==> src/rtl/ntt_pkg.sv <==
// Shared types and helpers for the NTT/INTT address sequencer.
package ntt_pkg;

   localparam int unsigned MAX_LOG_N = 12;

   typedef enum logic [1:0] {
      ST_IDLE  = 2'd0,
      ST_ISSUE = 2'd1,
      ST_FLUSH = 2'd2,
      ST_DRAIN = 2'd3
   } ntt_ag_state_t;

   function automatic logic [31:0] ntt_len(input int unsigned log_n);
      return 32'd1 << log_n;
   endfunction

   // Open a zero at bit p of j: bits below p stay, bits at and above p move up one.
   function automatic logic [31:0] insert_zero(input logic [31:0] j, input logic [31:0] p);
      logic [31:0] low_mask;
      low_mask = (32'd1 << p) - 32'd1;
      return ((j & ~low_mask) << 1) | (j & low_mask);
   endfunction

endpackage

==> src/rtl/ntt_delay_line.sv <==
// Valid+data shift register that replays read addresses as write addresses.
module ntt_delay_line #(
   parameter int W     = 8,
   parameter int DEPTH = 4
) (
   input  logic         clk,
   input  logic         rst,
   input  logic         in_valid,
   input  logic [W-1:0] in_data,
   output logic         out_valid,
   output logic [W-1:0] out_data,
   output logic         any_valid,
   output logic         early_valid
);

   logic [DEPTH-1:0] v;
   logic [W-1:0]     d [DEPTH];

   always_ff @(posedge clk or posedge rst) begin
      if (rst) begin
         v <= '0;
         for (int i = 0; i < DEPTH; i++) d[i] <= '0;
      end else begin
         v[0] <= in_valid;
         d[0] <= in_data;
         for (int i = 1; i < DEPTH; i++) begin
            v[i] <= v[i-1];
            d[i] <= d[i-1];
         end
      end
   end

   // any_valid: something is still in flight after the tail's current write.
   // early_valid: same, but also ignoring the entry that becomes the tail next.
   always_comb begin
      any_valid   = 1'b0;
      early_valid = 1'b0;
      for (int i = 0; i < DEPTH; i++) begin
         if ((i + 1 < DEPTH) && v[i]) any_valid = 1'b1;
         if ((i + 2 < DEPTH) && v[i]) early_valid = 1'b1;
      end
   end

   assign out_valid = v[DEPTH-1];
   assign out_data  = d[DEPTH-1];

endmodule

==> src/rtl/ntt_addr_gen_v2.sv <==
// In-place NTT/INTT butterfly address sequencer with twiddle indices and
// write-address replay after a fixed butterfly-pipeline latency.
module ntt_addr_gen_v2
   import ntt_pkg::*;
#(
   parameter int unsigned LOG_N       = 8,
   parameter int unsigned PIPE_DELAY  = 11,
   parameter bit          STAGE_FLUSH = 1'b1
) (
   input  logic                         clk,
   input  logic                         rst,
   input  logic                         start,
   input  logic                         inverse,
   input  logic                         advance,
   output logic [LOG_N-1:0]             rd_addr,
   output logic                         rd_valid,
   output logic [LOG_N-1:0]             tw_addr,
   output logic [LOG_N-1:0]             wr_addr,
   output logic                         wr_valid,
   output logic [$clog2(LOG_N+1)-1:0]   stage,
   output logic                         busy,
   output logic                         done,
   output ntt_ag_state_t                fsm_state
);

   localparam int unsigned SW     = $clog2(LOG_N + 1);
   localparam int unsigned N      = ntt_len(LOG_N);
   localparam int unsigned HALF_N = N / 2;
   localparam logic [LOG_N-2:0] J_LAST = (LOG_N-1)'(HALF_N - 1);

   ntt_ag_state_t state, next_state;

   logic [LOG_N-2:0] j;
   logic             phase;
   logic             inverse_q;
   logic [SW-1:0]    pivot;
   logic [LOG_N-1:0] lower, upper, tw_next;
   logic             last_j, last_stage, stage_end;
   logic             line_any, line_early;
   logic             flush_clear, drain_clear;

   // Forward walks the pivot MSB->LSB, inverse LSB->MSB.
   assign pivot   = inverse_q ? stage : (SW'(LOG_N - 1) - stage);
   assign lower   = LOG_N'(insert_zero(32'(j), 32'(pivot)));
   assign upper   = lower | (LOG_N'(1) << pivot);
   assign tw_next = LOG_N'((32'd1 << (32'(LOG_N - 1) - 32'(pivot))) + (32'(j) >> pivot));

   assign last_j     = (j == J_LAST);
   assign last_stage = (stage == SW'(LOG_N - 1));
   assign stage_end  = (state == ST_ISSUE) && advance && phase && last_j;

   // The first read of the next stage registers one edge after FLUSH exits,
   // so FLUSH may leave while the final entry is one slot from the tail.
   assign flush_clear = (PIPE_DELAY < 2) ? 1'b1 : (!rd_valid && !line_early);
   assign drain_clear = !rd_valid && !line_any;

   always_ff @(posedge clk or posedge rst) begin
      if (rst) state <= ST_IDLE;
      else     state <= next_state;
   end

   always_comb begin
      next_state = state;
      case (state)
         ST_IDLE:  if (start) next_state = ST_ISSUE;
         ST_ISSUE: begin
            if (stage_end) begin
               if (last_stage)       next_state = ST_DRAIN;
               else if (STAGE_FLUSH) next_state = ST_FLUSH;
            end
         end
         ST_FLUSH: if (flush_clear) next_state = ST_ISSUE;
         ST_DRAIN: if (drain_clear) next_state = ST_IDLE;
         default:  next_state = ST_IDLE;
      endcase
   end

   always_ff @(posedge clk or posedge rst) begin
      if (rst) begin
         rd_addr   <= '0;
         rd_valid  <= 1'b0;
         tw_addr   <= '0;
         stage     <= '0;
         busy      <= 1'b0;
         done      <= 1'b0;
         j         <= '0;
         phase     <= 1'b0;
         inverse_q <= 1'b0;
      end else begin
         rd_valid <= 1'b0;
         done     <= 1'b0;
         case (state)
            ST_IDLE: begin
               if (start) begin
                  inverse_q <= inverse;
                  j         <= '0;
                  phase     <= 1'b0;
                  stage     <= '0;
                  busy      <= 1'b1;
               end
            end
            ST_ISSUE: begin
               if (advance) begin
                  rd_valid <= 1'b1;
                  rd_addr  <= phase ? upper : lower;
                  tw_addr  <= tw_next;
                  phase    <= ~phase;
                  if (phase) begin
                     j <= j + 1'b1;
                     if (last_j && !last_stage && !STAGE_FLUSH) stage <= stage + 1'b1;
                  end
               end
            end
            ST_FLUSH: if (flush_clear) stage <= stage + 1'b1;
            ST_DRAIN: begin
               if (drain_clear) begin
                  done <= 1'b1;
                  busy <= 1'b0;
               end
            end
            default: ;
         endcase
      end
   end

   ntt_delay_line #(
      .W     (int'(LOG_N)),
      .DEPTH (int'(PIPE_DELAY))
   ) u_delay (
      .clk         (clk),
      .rst         (rst),
      .in_valid    (rd_valid),
      .in_data     (rd_addr),
      .out_valid   (wr_valid),
      .out_data    (wr_addr),
      .any_valid   (line_any),
      .early_valid (line_early)
   );

   assign fsm_state = state;

endmodule

==> config.mk <==
export PLATFORM = sky130hd
export DESIGN_NAME = ntt_addr_gen_v2
export DESIGN_NICKNAME = d
export VERILOG_FILES = /design/src/rtl/ntt_pkg.sv /design/src/rtl/ntt_delay_line.sv /design/src/rtl/ntt_addr_gen_v2.sv
export SDC_FILE = /design/constraint.sdc
export NUM_CORES = 1
export LEC_CHECK = 0
export BUFFER_PORTS_ARGS = -buffer_cell sky130_fd_sc_hd__buf_2
export CAP_MARGIN = 15
export CORE_AREA = 2 2 133 135
export DETAILED_ROUTE_END_ITERATION = 10
export DIE_AREA = 0 0 135 137
export PLACE_DENSITY = 0.56
export SYNTH_ARGS = -nofsm -noshare
export SYNTH_HDL_FRONTEND = slang
export SYNTH_SLANG_ARGS = --single-unit
==> constraint.sdc <==
create_clock -name clk -period 6.9 [get_ports clk]
set_clock_uncertainty 0.05 [all_clocks]
set_input_delay 1.38 -clock clk [delete_from_list [all_inputs] [get_ports clk]]
set_output_delay 1.38 -clock clk [all_outputs]
set_load 0.05 [all_outputs]
Word level (Yosys, flattened, before mapping)
Cells that the tools add are included.

cells by class
  add/sub/neg operators = 6
  eq/ne operators = 11
  shift-type cells = 4
  multiplexer cells = 35
  bitwise gates (word level) = 6
  reduce and logical (&&, ||, !) cells = 19

operators with widths
  kind                  count
  $shl 1x32->8 const A  1
  $mux 7                3
  $mux 1                19
  $or 8x8->8            2
  $shl 1x4->8 const A   2
  $pmux 7 s2            1
  $mux 4                3
  $ne 2x2->1 const B    6
  $reduce_and 3->1      3
  $add 8x8->8           1
  $and 7x8->8           1
  $mux 2                4
  $mux 8                1
  $pmux 2 s4            1
  $pmux 4 s2            1
  $reduce_and 4->1      2
  $shr 7x4->8           1
  $sub 8x1->8 const B   1
  $add 7x1->7 const B   1
  $and 7x7->7           1
  $eq 7x7->1 const B    1
  $not 7->7             1
  $reduce_bool 2->1     3
  $logic_and 1x1->1     5
  other kinds (11)      16

storage, ports and cells
  register bits after elaboration = 133
  bits of input ports = 5
  output and inout bits = 34
  logic and storage cells = 103

Logic depth before layout (Yosys ltp)
  depth after elaboration = 14
  gate-level depth with buffers = 15
  depth with buffers taken out = 13

By module
Synthesis repeated with hierarchy kept, for this count alone.

second synthesis, totals
  cells, all modules = 400
  area, all modules = 5086.1 µm²

by module, submodules not included
  module           times used  cells an instance  area each (µm²)  seq. area each (µm²)
  ntt_delay_line   1           113                2576.2           2477.4
  ntt_addr_gen_v2  1           287                2509.9           850.8

Worst setup path before layout
OpenSTA, ideal clock, no wires.

  kind = register -> register
  start = reg stage[1]
  end = reg tw_addr[6]
  library setup time = 0.095 ns
  arrival time = 3.141 ns
  required time = 6.755 ns
  setup slack = 3.614 ns
  cell stages (with the launch flop) = 16
  buffers on the path = 2
  clock period less this slack = 3.286 ns
  cell sequence = dfrtp_1 > buf_2 > buf_2 > xor2_1 > a21oi_1 > a21oi_1 > nor3_1 > nor3_1 > ha_1 > inv_1 > fa_1 > nor2b_1 > o31a_1 > o21a_1 > nor3_1 > o31ai_1

between the ends
  cells in the longest elaborated chain, start to end = 5
  elaborated cells between the ends (all ways) = 6
  classes of those cells = add/sub (3); shift (2); mux (1)

ends and longest elaborated chain
  element                   RTL line                source
  start: declaration        ntt_addr_gen_v2.sv:20   output logic [$clog2(LOG_N+1)-1:0] stage,
  start signal: assignment  ntt_addr_gen_v2.sv:110  if (last_j && !last_stage && !STAGE_FLUSH) stage <= stage + 1'b1;
  start signal: assignment  ntt_addr_gen_v2.sv:114  ST_FLUSH: if (flush_clear) stage <= stage + 1'b1;
  $sub 3x4->4               ntt_addr_gen_v2.sv:43   assign pivot = inverse_q ? stage : (SW'(LOG_N - 1) - stage);
  $mux 4 *                  ntt_addr_gen_v2.sv:43
  $sub 3x4->5               ntt_addr_gen_v2.sv:46   assign tw_next = LOG_N'((32'd1 << (32'(LOG_N - 1) - 32'(pivot))) + (32'(j) >> pivot));
  $shl 1x32->8              ntt_addr_gen_v2.sv:46
  $add 8x8->8 *             ntt_addr_gen_v2.sv:46
  end signal: assignment    ntt_addr_gen_v2.sv:106  tw_addr <= tw_next;
  end: declaration          ntt_addr_gen_v2.sv:17   output logic [LOG_N-1:0] tw_addr,

Every way passes the cells marked *; elsewhere a longest branch is shown, timed or not.
A chain may end at the register's enable or synchronous reset.

Worst setup path after layout
  start = reg stage[1]
  end = reg tw_addr[7]

Same word-level chain as after synthesis.

==> qor.json <==
{
  "cts_root_buffer": {"value": "clkbuf_16"},
  "synth_seq_area_share": {"value": 0.659},
  "n_antenna_cell": {"value": 0},
  "max_slew_violation_count": {"value": 0},
  "synth.net_count": {"value": 428},
  "synthesis.instances": {"value": 412},
  "wl_per_cell": {"value": 14.7, "unit": "um"},
  "worst-endpoint-required": {"value": 7.09, "unit": "ns"},
  "global_route.overflow_total": {"value": 0},
  "start_util": {"value": 0.296},
  "route.detailed.vias_per_inst": {"value": 4.64},
  "htreeDepth": {"value": 4},
  "cts_tree": {"value": "done"},
  "nNetsFinal": {"value": 454},
  "yosysTopAreaCellShare": {"value": 0.659},
  "multi_input_comb_area": {"value": 0.00151, "unit": "mm^2"},
  "globalplace.congestion": {"value": 0.867},
  "r2r.worst_path.cells": {"value": 10},
  "synth_area": {"value": 0.00505, "unit": "mm^2"},
  "setup.worst_path.class": {"value": "reg -> reg"},
  "final-seq-area": {"value": 0.00333, "unit": "mm^2"},
  "synth_top_area_cell": {"value": "dfrtp_1"},
  "vias": {"value": 3135},
  "postRouteAntennaNets": {"value": 0},
  "synthArstFlopShare": {"value": 1.00},
  "min_path_cells": {"value": 0},
  "post-cts-setup-buffer-count": {"value": 0},
  "arrival": {"value": 4.07, "unit": "ns"},
  "pin_count": {"value": 39},
  "critical_path.startpoint_type": {"value": "register"},
  "grt_antenna_before_repair": {"value": 0},
  "worstSetupEndpointType": {"value": "register"},
  "num-fill-cells": {"value": 1691},
  "cts.path.max_buffers": {"value": 2},
  "tritoncts.num_buffers": {"value": 17},
  "setup_viol_count_final": {"value": 0},
  "first_pass_grt_wire_length": {"value": 16.5, "unit": "mm"},
  "grt_start_max_net_pins": {"value": 69},
  "placed_cells": {"value": 644},
  "detail_route.drc_violations": {"value": 0},
  "totalPowerFinal": {"value": 0.00252, "unit": "W"},
  "synth_compound_gate_area_share": {"value": 0.122},
  "clk-insertion-delay-late": {"value": 0.41, "unit": "ns"},
  "slew_headroom": {"value": 0.326},
  "yosysUniqueCellTypes": {"value": 56},
  "flow.area_growth_from_synthesis": {"value": 17.9, "unit": "%"},
  "first_global_vias": {"value": 3109},
  "r2r_slack": {"value": 3.02, "unit": "ns"},
  "fin_crit_share": {"value": 0.562},
  "p_leak": {"value": 2.76, "unit": "nW"},
  "max_freq": {"value": 258, "unit": "MHz"},
  "worst-slew-pin-transition": {"value": 1.01, "unit": "ns"},
  "die_height": {"value": 137, "unit": "um"},
  "netlist_top_cells_area": {"value": "dfrtp_1, ha_1, o21ai_0"},
  "synthSimpleGateAreaFrac": {"value": 0.105},
  "regToRegStartpoint": {"value": "stage[1]"},
  "post_synth_adder_cell_area": {"value": 0.0287},
  "hold_viol": {"value": 0},
  "yosys_register_bits": {"value": 133},
  "synth_flop_cell": {"value": "dfrtp_1"},
  "drt_pre_antenna_iters": {"value": 5},
  "core_region_area": {"value": 0.0171, "unit": "mm^2"},
  "finalNonFillerCells": {"value": 676},
  "crit-reg2reg-capture": {"value": "tw_addr[7]"},
  "yosys.area_share.xor_xnor": {"value": 0.0240},
  "drt-initial-drc-count": {"value": 224},
  "ctsResizeCount": {"value": 0},
  "synth_top_family_by_area": {"value": "compound AO/OA/AOI/OAI gates"},
  "hp-class": {"value": "reg -> reg"},
  "cts.clk_slew.worst_paths": {"value": 0.06, "unit": "ns"},
  "min-delay-start": {"value": "u_delay.d[72]"},
  "timing.critical_path.fanout_max": {"value": 30},
  "number_of_synthesized_flops_with_an_enable_pin": {"value": 0},
  "totalWireLength": {"value": 9.94, "unit": "mm"},
  "die_w": {"value": 135, "unit": "um"},
  "yosys_warnings": {"value": 0},
  "fin_setup_tns": {"value": 0, "unit": "ns"},
  "place.detailed.hpwl": {"value": 6.59, "unit": "mm"},
  "rsz_0062_raised_after_global_routing": {"value": "false"},
  "final.hold.worst_slack": {"value": 0.292, "unit": "ns"},
  "pwr_density_cell": {"value": 422, "unit": "mW/mm^2"},
  "final_period_minus_worst_setup_slack": {"value": 3.88, "unit": "ns"},
  "ctsHoldBuffers": {"value": 0},
  "cts.sink_count": {"value": 133},
  "maximum_capacitance_violations": {"value": 0},
  "grt.total_usage": {"value": 0.118},
  "core.rowCount": {"value": 48},
  "worst_hold_path.endpoint": {"value": "u_delay.d[64]"},
  "synthesis.area_per_instance": {"value": 12.3, "unit": "um^2"},
  "die_area": {"value": 0.0185, "unit": "mm^2"},
  "layout-drive-gt1-share": {"value": 0.171},
  "portBuffers": {"value": 38},
  "status": {"value": "completed"},
  "synth.area.mux_share": {"value": 0.0186},
  "max-vdd-ir-drop": {"value": 193, "unit": "uV"},
  "utilization": {"value": 0.349}
}
==> layer usage <==
layer	up-vias	GRT usage	part of all wire
met4	0	0.0498	0.012
met2	69	0.178	0.46
met1	1578	0.154	0.47
li1	1479	-	-
met5	-	0	0
met3	9	0.0433	0.054
==> Yosys cell counts (all sizes together) (5+ instances only) <==
cell type  number
a21oi          16
dfrtp         133
nor2           30
xor2            9
clkbuf         17
inv            13
nand3           5
nor2b           7
nor3            8
nand2b          5
mux2i           6
nand2          31
a22oi           5
o21a            5
ha             10
o21ai          27
buf            15
a211oi          6
==> critical path, stage by stage (launching register included) <==
cell      delay (ns)
dfrtp_1         0.93
xor2_1          0.55
nand2_1         0.23
nor4_1          0.46
a21o_1          0.16
ha_1            0.24
a211oi_1        0.37
o21ai_0         0.15
a31oi_1         0.23
xor2_1          0.23
o21ai_0         0.11
==> state kept, by name (all words and copies together) (netlist names) <==
name,count
phase,1
busy,1
inverse_q,1
rd_valid,1
fsm_state,2
done,1
u_delay.d,80
j,7
stage,4
tw_addr,8
u_delay.out_data,8
u_delay.v,11
rd_addr,8
==> where the power goes <==
part | internal [W] | total (W) | switching, W
Combinational | 0.000155 | 0.000533 | 0.000378
Clock | 0.000527 | 0.000877 | 0.000350
Sequential | 0.000986 | 0.00111 | 0.000120
Total | 0.00167 | 0.00252 | 0.000849
==> worst max-delay path by stage <==
| stage | start | endpoint |
|---|---|---|
| 6_report | stage[1] | tw_addr[7] |
| 5_1_grt | stage[1] | tw_addr[7] |
| 4_1_cts | stage[1] | tw_addr[6] |
| 3_5_place_dp | stage[1] | tw_addr[7] |
| 3_3_place_gp | stage[1] | tw_addr[7] |
| 2_1_floorplan | rst | busy |
==> logic make-up after synthesis <==
logic type	Yosys count
fa+ha+maj	11
xor+xnor	13
compound gates	93
simple gates	108
buf+inv	45
mux	9
flops	133
==> cell type report <==
class,instances,area share
multi-input cells,234,0.254
well taps,225,0.0473
clock inverters,13,0.0225
flip-flops and latches,133,0.559
clock buffers,19,0.0760
repair buffers,39,0.0332
inverters,13,0.00861
==> placed cells by master, fill, tap and decap left out, drive strengths merged, types with 2 or more instances in the layout <==
cell,instances
nand4,4
o31ai,3
mux2i,6
dfrtp,133
nand4bb,3
a211oi,6
o22a,2
nor3,8
a31oi,2
a21o,4
xor2,9
a221oi,4
clkbuf,19
a221o,2
xnor2,4
a21oi,16
nand2,31
a22oi,5
inv,22
and3,2
mux2,3
o21a,5
nor2b,7
o211ai,2
and2,4
nand3,5
a22o,4
nor4,4
clkinvlp,2
ha,10
nand2b,5
buf,39
o21ai,27
nor2,30
==> per-stage QoR <==
step | setup slack [ns] | cell area [um^2]
finish | 3.02 | 5960
global route | 2.74 | 5960
CTS | 3.13 | 5960
detailed placement | 3.15 | 5370
global placement | 3.07 | 5370
floorplan | 1.92 | 5050
Power figures use the tool's default switching activity.
